<file path="config.mk">
export PLATFORM = sky130hd
export DESIGN_NAME = ysyx_bus_arbiter_flat
export DESIGN_NICKNAME = d
export VERILOG_FILES = /design/src/rtl/ysyx_bus_arbiter_if.sv /design/src/rtl/ysyx_bus_arbiter.sv /design/src/flat_wrapper.sv
export SDC_FILE = /design/constraint.sdc
export NUM_CORES = 1
export LEC_CHECK = 0
export CORE_AREA = 2 2 121 123
export CTS_BUF_LIST = sky130_fd_sc_hd__clkbuf_2 sky130_fd_sc_hd__clkbuf_4 sky130_fd_sc_hd__clkbuf_8
export CTS_CLUSTER_DIAMETER = 50
export DETAILED_ROUTE_END_ITERATION = 16
export DIE_AREA = 0 0 123 125
export GPL_TIMING_DRIVEN = 0
export PLACE_DENSITY_LB_ADDON = 0.08
export SLEW_MARGIN = 20
export SYNTH_ARGS = -nofsm -noshare
export SYNTH_HDL_FRONTEND = slang
export SYNTH_SLANG_ARGS = --single-unit
export TNS_END_PERCENT = 20
</file>
<file path="constraint.sdc">
create_clock -name clk -period 1.8 [get_ports clk]
set_input_delay 0.36 -clock clk [delete_from_list [all_inputs] [get_ports clk]]
set_output_delay 0.36 -clock clk [all_outputs]
set_load 0.01 [all_outputs]
</file>
<file path="src/rtl/ysyx_bus_arbiter_if.sv">
// Downstream memory bus: AXI-lite-like read channel plus a single combined
// write address+data channel. The master side is the arbiter, the slave side is memory.
interface ysyx_bus_arbiter_if #(
    parameter int ADDR_W = 32,
    parameter int DATA_W = 32
);
    logic [ADDR_W-1:0]   araddr;
    logic                arvalid;
    logic                arready;
    logic [DATA_W-1:0]   rdata;
    logic                rvalid;
    logic                rready;
    logic [ADDR_W-1:0]   awaddr;
    logic [DATA_W-1:0]   wdata;
    logic [DATA_W/8-1:0] wstrb;
    logic                wvalid;
    logic                wready;
    logic                bvalid;
    logic                bready;

    modport master (
        output araddr, arvalid, rready, awaddr, wdata, wstrb, wvalid, bready,
        input  arready, rdata, rvalid, wready, bvalid
    );

    modport slave (
        input  araddr, arvalid, rready, awaddr, wdata, wstrb, wvalid, bready,
        output arready, rdata, rvalid, wready, bvalid
    );
endinterface

</file>
<file path="src/rtl/ysyx_bus_arbiter.sv">
// Round-robin arbiter sharing one memory bus between the IFU fetch port and
// the LSU load/store port; one bus transaction in flight, done returned as a pulse.
module ysyx_bus_arbiter #(
    parameter int ADDR_W   = 32,
    parameter int DATA_W   = 32,
    parameter bit PRIO_RST = 1'b1
) (
    input  logic                clk,
    input  logic                rst,
    input  logic [ADDR_W-1:0]   ifu_araddr,
    input  logic                ifu_arvalid,
    output logic [DATA_W-1:0]   ifu_rdata,
    output logic                ifu_rvalid,
    input  logic [ADDR_W-1:0]   lsu_addr,
    input  logic                lsu_ren,
    input  logic                lsu_wen,
    input  logic [DATA_W-1:0]   lsu_wdata,
    input  logic [DATA_W/8-1:0] lsu_wstrb,
    output logic [DATA_W-1:0]   lsu_rdata,
    output logic                lsu_done,
    ysyx_bus_arbiter_if.master  bus
);

    typedef enum logic [2:0] {IDLE, RD_A, RD_D, WR, WR_B} state_e;

    state_e              state_q, state_d;
    logic                owner_q, owner_d;   // 1 = LSU owns the current transaction
    logic                prio_q, prio_d;     // 1 = LSU wins a tie
    logic [ADDR_W-1:0]   addr_q, addr_d;
    logic [DATA_W-1:0]   wdata_q, wdata_d;
    logic [DATA_W/8-1:0] wstrb_q, wstrb_d;

    logic ifu_req, lsu_req, grant_ifu, grant_lsu;

    assign ifu_req   = ifu_arvalid;
    assign lsu_req   = lsu_ren | lsu_wen;
    assign grant_lsu = lsu_req & (~ifu_req | prio_q);
    assign grant_ifu = ifu_req & (~lsu_req | ~prio_q);

    always_ff @(posedge clk or negedge rst) begin
        if (!rst) state_q <= IDLE;
        else      state_q <= state_d;
    end

    always_ff @(posedge clk or negedge rst) begin
        if (!rst) begin
            owner_q <= 1'b0;
            prio_q  <= PRIO_RST;
            addr_q  <= '0;
            wdata_q <= '0;
            wstrb_q <= '0;
        end else begin
            owner_q <= owner_d;
            prio_q  <= prio_d;
            addr_q  <= addr_d;
            wdata_q <= wdata_d;
            wstrb_q <= wstrb_d;
        end
    end

    // Requests are only sampled in IDLE; the winner's payload is frozen into
    // the registers so the requester may change its inputs afterwards.
    always_comb begin
        state_d = state_q;
        owner_d = owner_q;
        prio_d  = prio_q;
        addr_d  = addr_q;
        wdata_d = wdata_q;
        wstrb_d = wstrb_q;
        case (state_q)
            IDLE: begin
                if (grant_lsu) begin
                    state_d = lsu_wen ? WR : RD_A;
                    owner_d = 1'b1;
                    prio_d  = 1'b0;
                    addr_d  = lsu_addr;
                    wdata_d = lsu_wdata;
                    wstrb_d = lsu_wstrb;
                end else if (grant_ifu) begin
                    state_d = RD_A;
                    owner_d = 1'b0;
                    prio_d  = 1'b1;
                    addr_d  = ifu_araddr;
                end
            end
            RD_A:    if (bus.arready) state_d = RD_D;
            RD_D:    if (bus.rvalid)  state_d = IDLE;
            WR:      if (bus.wready)  state_d = WR_B;
            WR_B:    if (bus.bvalid)  state_d = IDLE;
            default: state_d = IDLE;
        endcase
    end

    always_comb begin
        bus.arvalid = (state_q == RD_A);
        bus.rready  = (state_q == RD_D);
        bus.wvalid  = (state_q == WR);
        bus.bready  = (state_q == WR_B);
        ifu_rvalid  = (state_q == RD_D) & bus.rvalid & ~owner_q;
        lsu_done    = owner_q & (((state_q == RD_D) & bus.rvalid) |
                                 ((state_q == WR_B) & bus.bvalid));
    end

    assign bus.araddr = addr_q;
    assign bus.awaddr = addr_q;
    assign bus.wdata  = wdata_q;
    assign bus.wstrb  = wstrb_q;
    assign ifu_rdata  = bus.rdata;
    assign lsu_rdata  = bus.rdata;

endmodule

</file>
<file path="src/flat_wrapper.sv">
// flat-port wrapper written by rule: the top's interface ports become plain ports
module ysyx_bus_arbiter_flat 
#(
    parameter int ADDR_W   = 32,
    parameter int DATA_W   = 32,
    parameter bit PRIO_RST = 1'b1
)
  (clk, rst, ifu_araddr, ifu_arvalid, ifu_rdata, ifu_rvalid, lsu_addr, lsu_ren, lsu_wen, lsu_wdata, lsu_wstrb, lsu_rdata, lsu_done, bus_araddr, bus_arvalid, bus_rready, bus_awaddr, bus_wdata, bus_wstrb, bus_wvalid, bus_bready, bus_arready, bus_rdata, bus_rvalid, bus_wready, bus_bvalid);
  ysyx_bus_arbiter_if #(.ADDR_W(ADDR_W), .DATA_W(DATA_W)) bus_i ();
  input  logic clk;
  input  logic rst;
  input  logic [ADDR_W-1:0] ifu_araddr;
  input  logic ifu_arvalid;
  output logic [DATA_W-1:0] ifu_rdata;
  output logic ifu_rvalid;
  input  logic [ADDR_W-1:0] lsu_addr;
  input  logic lsu_ren;
  input  logic lsu_wen;
  input  logic [DATA_W-1:0] lsu_wdata;
  input  logic [DATA_W/8-1:0] lsu_wstrb;
  output logic [DATA_W-1:0] lsu_rdata;
  output logic lsu_done;
  output wire logic [$bits(bus_i.araddr)-1:0] bus_araddr;
  output wire logic [$bits(bus_i.arvalid)-1:0] bus_arvalid;
  output wire logic [$bits(bus_i.rready)-1:0] bus_rready;
  output wire logic [$bits(bus_i.awaddr)-1:0] bus_awaddr;
  output wire logic [$bits(bus_i.wdata)-1:0] bus_wdata;
  output wire logic [$bits(bus_i.wstrb)-1:0] bus_wstrb;
  output wire logic [$bits(bus_i.wvalid)-1:0] bus_wvalid;
  output wire logic [$bits(bus_i.bready)-1:0] bus_bready;
  input wire logic [$bits(bus_i.arready)-1:0] bus_arready;
  input wire logic [$bits(bus_i.rdata)-1:0] bus_rdata;
  input wire logic [$bits(bus_i.rvalid)-1:0] bus_rvalid;
  input wire logic [$bits(bus_i.wready)-1:0] bus_wready;
  input wire logic [$bits(bus_i.bvalid)-1:0] bus_bvalid;
  assign bus_araddr = bus_i.araddr;
  assign bus_arvalid = bus_i.arvalid;
  assign bus_rready = bus_i.rready;
  assign bus_awaddr = bus_i.awaddr;
  assign bus_wdata = bus_i.wdata;
  assign bus_wstrb = bus_i.wstrb;
  assign bus_wvalid = bus_i.wvalid;
  assign bus_bready = bus_i.bready;
  assign bus_i.arready = bus_arready;
  assign bus_i.rdata = bus_rdata;
  assign bus_i.rvalid = bus_rvalid;
  assign bus_i.wready = bus_wready;
  assign bus_i.bvalid = bus_bvalid;
  ysyx_bus_arbiter #(.ADDR_W(ADDR_W), .DATA_W(DATA_W), .PRIO_RST(PRIO_RST)) u_core (.clk(clk), .rst(rst), .ifu_araddr(ifu_araddr), .ifu_arvalid(ifu_arvalid), .ifu_rdata(ifu_rdata), .ifu_rvalid(ifu_rvalid), .lsu_addr(lsu_addr), .lsu_ren(lsu_ren), .lsu_wen(lsu_wen), .lsu_wdata(lsu_wdata), .lsu_wstrb(lsu_wstrb), .lsu_rdata(lsu_rdata), .lsu_done(lsu_done), .bus(bus_i));
endmodule
</file>
* After elaboration in Yosys (flattened, before gate mapping)
Cells that the tools add are included. W data, S select, Z words.
Storage, ports and cells: input port bits 141, word-level logic and storage cells 48, register bits after elaboration 73, output and inout port bits 170
Operators by class: bitwise operators 14, reductions and logical operators 5, equality and inequality tests 9, muxes and demuxes 14
Operator list (count):
- $mux W32 | 2
- $mux W3 | 6
- $pmux W3 S5 | 1
- $ne A2 B1 Y1 const B | 4
- $and A1 B1 Y1 | 6
- $eq A3 B2 Y1 const B | 2
- $reduce_and A5 Y1 | 1
- $mux W1 | 4
- $not A1 Y1 | 4
- $or A1 B1 Y1 | 4
- $reduce_and A2 Y1 | 2
- $eq A3 B1 Y1 const B | 1
- $eq A3 B3 Y1 const B | 1
- $logic_not A3 Y1 | 1
- $ne A3 B1 Y1 const B | 1
- $mux W2 | 1
- $reduce_bool A2 Y1 | 1

* Depth between registers and ports, before layout
depth in word-level cells 7, mapped depth 7, gate-level depth less buffers 4

* Worst setup path before layout
Ideal clock, no wire load.
path kind reg2reg, start register u_core.state_q[0], end register u_core.wdata_q[10], in the netlist u_core.bus.wdata[10], setup time 125 ps, clock period less this slack 1919 ps, required time 1675 ps, data arrival time 1794 ps, slack -119 ps, cell stages (with the launch flop) 6, path buffers 2, path through dfrtp_1 > buf_2 > or3_4 > a211oi_4 > buf_6 > mux2_2
On the way: longest elaborated chain between the ends 2
RTL lines:
- start, declared | RTL line ysyx_bus_arbiter.sv:26 | state_e state_q, state_d;
- start signal, assigned | RTL line ysyx_bus_arbiter.sv:42 | else state_q <= state_d;
- $logic_not A3 Y1 | RTL line ysyx_bus_arbiter.sv:70 | case (state_q)
- $reduce_and A2 Y1 (no source line)
- end signal, assigned | RTL line ysyx_bus_arbiter.sv:56 | wdata_q <= wdata_d;
- end, declared | RTL line ysyx_bus_arbiter.sv:30 | logic [DATA_W-1:0] wdata_q, wdata_d;
Every way passes these cells. A chain may end at the register's enable or synchronous reset.

* Final worst setup path
start register u_core.state_q[1], end output port lsu_done
On the way: longest elaborated chain between the ends 4, elaborated cells on any way between the ends 6, classes of those cells 2 x eq/ne; 4 x bitwise
RTL lines:
- $eq A3 B2 Y1 or $eq A3 B3 Y1 (tied branches) | RTL line ysyx_bus_arbiter.sv:100, ysyx_bus_arbiter.sv:101
- $and A1 B1 Y1, on equally long branches | RTL line ysyx_bus_arbiter.sv:100, ysyx_bus_arbiter.sv:101
- $or A1 B1 Y1 (*) | RTL line ysyx_bus_arbiter.sv:100 | lsu_done = owner_q & (((state_q == RD_D) & bus.rvalid) |
- $and A1 B1 Y1 (*) | RTL line ysyx_bus_arbiter.sv:100
- end, declared | RTL line flat_wrapper.sv:22 | output logic lsu_done;
Every way passes the cells marked *; elsewhere a longest branch is shown, timed or not.

==> metrics.txt <==
setup_tns=-3210 ps; gpl congestion=roughly 0.70; Final Max Slew Viols=0; non-filler instance count after layout=819; VDD IR max=0.962 mV; critical setup path kind=flip-flop to output port; worst reg2reg startpoint=u_core.state_q[2]$_DFFE_PN0P_; GRT Total Usage=between 10% and 20%; P&R area growth vs syn=92.3%; share of layout cells above drive strength 1=between 30% and 40%; Post-Syn Nets=roughly 470; first-pass GRT wire length=approximately 19,000 um; initial drt markers=166; clock slew at reported path FFs=80 ps; Syn Std Cell Area=0.00383 mm^2; Synth area leader=dfrtp_1; Syn Inst Count=325; hpwl dp=9570 um; Via density=between 4 and 5; die area=~0.015 mm^2; Antenna Cells=0; post-synthesis mux area share=12.9%; R2R Path End=u_core.state_q[1]$_DFFE_PN0P_; I/O Buffers=roughly 280; drt drc=0; PD cells=1510 mW/mm^2; Critical Path Source Type=flip-flop; Top Ports=311; R2R depth=6; max-capacitance violation count=0; clock buffer depth=2; min cycle time layout=about 2000 ps; GR Overflow Total=0; maximum fanout along the worst path=6; final setup margin=-175 ps; final setup violation count=39; compound-gate portion of the synthesized area=9.80%; RSZ-0062 raised after global routing=yes; # placed instances=~790; largest family of logic cells by synthesized area=buffers and inverters; register area=around 0.0018 mm^2; Synth Area in XOR/XNOR=0%; Ys Warns=0; FILL cells=approximately 1,300; crit end category=output port; number of global-route vias before repair=around 3,600; max_slew headroom=69.9%; CP cell instances=or3b_4 -> inv_2 -> nand2_1 -> a21boi_1 -> buf_2; Multi-input gate area=approximately 0.0013 mm^2; top cells by area, synth=dfrtp_1 (47%), buf_4 (19%), mux2_2 (9.7%), a221o_1 (6.5%), nor2b_1 (4.2%); Detail Route Antenna Nets=0; WL per Instance=15.2 um; CTS tree=built; CP max-delay cell=dfrtp_2; CTS root buf=clkbuf_8; CP peak stage delay=~450 ps; clk_lat worst skew=about 360 ps; routed via count=about 3,400; Req. time, crit path=1440 ps; R2R setup slack=-120 ps; Post-Syn Area per Cell=11.8 um^2; Synth top area share=between 40% and 50%; adder-cell area share of the yosys netlist=0%; post-synthesis simple-gate area fraction=~7.6%; Hold Fails Final Rpt=0; skew final=between 7 and 8 ps; H-tree Lvls=3; Die Wd=around 120 um; Crit path max-delay family=flip-flops; flip-flop and latch count after synthesis=73; Fmax achieved=506 MHz; Least-Margin Pin Slew=about 450 ps; outcome=finished, violations left; hold crit path type=primary input to async pin; TritonCTS Buffers=9; # rows=44; clock sink count=between 70 and 80; core box area=between 0.01 and 0.015 mm^2; DR pass1 iterations=4; period utilization=110%; largest net degree at the start of global routing=just under 50; unique cell type count in the Yosys netlist=30; Seq/Total Area, Yosys=approximately 48%; WP depth=5; Lkg Pwr=between 3 and 4 nW; WP data arrival=about 1600 ps; failing checks=setup timing; Initial Utilization=between 20% and 30%; Layout Nets=771; Vert. Die Dim=125 um; DRT Wirelength=12,500 um; initial antenna violation count=0; sum of buffers and inverters on the critical path=2
## stage by stage
step           cell area [um^2]  total power, W  utilization, %  hold slack, ps  setup slack (ps)
2_1_floorplan              3830         0.00602               -            64.4              -107
3_3_place_gp               6850         0.00914            48.2             471             -2370
3_5_place_dp               6870         0.00925            48.4             308              -657
4_1_cts                    7300          0.0111            51.4             435              -235
5_1_grt                    7360          0.0119            51.8             453              -253
6_report                   7360          0.0111            51.8             451              -175
## what timing repair did
action / 4_1_cts / 5_1_grt
hold buffers: 1 / 0
setup endpoints to repair: 77 / 87
hold endpoints to repair: 24 / 0
gates resized for setup: 76 / 28
cloned: 0 / 1
pin swaps: 6 / 15
buffers inserted: 5 / 9
## final cells by class
class	count	share of cell area, %
inverters	5	0.255
well taps	184	3.13
flip-flops and latches	73	24.9
multi-input cells	138	18.0
plain buffers	108	11.9
clock inverters	4	0.357
repair buffers	295	39.3
clock buffers	12	2.24
## cell usage in the layout, fill, tap and decap left out, types with 2 or more instances in the layout
master	synthesis	routed
clkinv_2	0	2
buf_6	5	5
clkdlybuf4s50_1	0	253
inv_2	0	2
buf_12	0	4
nor2_1	12	11
mux2i_1	9	9
buf_4	97	131
clkbuf_8	0	12
a21o_1	2	2
buf_2	7	4
dfrtp_1	72	70
dfrtp_2	0	2
mux2_4	0	33
mux2_2	33	3
nor2b_1	26	25
a21oi_1	8	8
a221o_1	25	25
inv_1	5	3
nand2_1	4	4
## power breakdown
part	switching (W)	leakage [nW]	internal (W)	total, W
sequential	0.000573	0.873	0.00248	0.00305
combinational	0.00245	2.35	0.00436	0.00681
clock	0.000630	0.0984	0.000611	0.00124
## worst max-delay path by stage
stage,from,to,slack [ps]
floorplan,u_core.state_q[0]$_DFFE_PN0P_,u_core.bus.wdata[10]$_DFFE_PN0P_,-110
global placement,rst,u_core.bus.araddr[3]$_DFFE_PN0P_,-2370
detailed placement,lsu_wen,u_core.bus.araddr[1]$_DFFE_PN0P_,-660
CTS,u_core.state_q[0]$_DFFE_PN0P_,lsu_done,-240
global route,u_core.state_q[2]$_DFFE_PN0P_,lsu_done,-250
finish,u_core.state_q[1]$_DFFE_PN0P_,lsu_done,-170
## logic make-up after synthesis
family                 count (synthesis)
and+or+nand+nor                       50
muxes                                 45
buffers and inverters                114
AOI/OAI and AO/OA                     43
DFF                                   73
## state kept, by name, summed over array words and instances (netlist names)
signal and cells:
u_core.bus.araddr 32, u_core.bus.wdata 32, u_core.prio_q 1, u_core.bus.wstrb 4, u_core.state_q 3, u_core.owner_q 1
## worst register-to-register path: cells and delay by family, from the launching register on
family                 cells  cell delay (ps)
muxes                      1              220
AOI/OAI and AO/OA          2              260
buffers and inverters      2              270
and+or+nand+nor            1              610
DFF                        1              460
## metal layers
metal,up-vias,track usage [%],routed length (um)
met2,178,27.9,6410
li1,1633,-,-
met5,-,0,0
met3,10,7.94,1510
met4,0,3.34,141
met1,1617,17.5,4390
## cells in the mapped netlist
library cell   n
a211o_1        1
a211oi_4       1
a21boi_0       1
a21o_1         2
a21oi_1        8
a21oi_2        1
a221o_1       25
buf_2          7
buf_4         97
buf_6          5
dfrtp_1       72
dfstp_2        1
inv_1          5
mux2_1         3
mux2_2        33
mux2i_1        9
nand2_1        4
nand3b_1       1
nor2_1        12
nor2b_1       26
nor3_1         1
nor3b_1        1
nor3b_2        1
o21ai_0        2
o22a_1         1
o22ai_1        1
or3_1          1
or3_4          1
or3b_2         1
or4b_2         1
No activity file was read; power rests on OpenSTA's default activity.
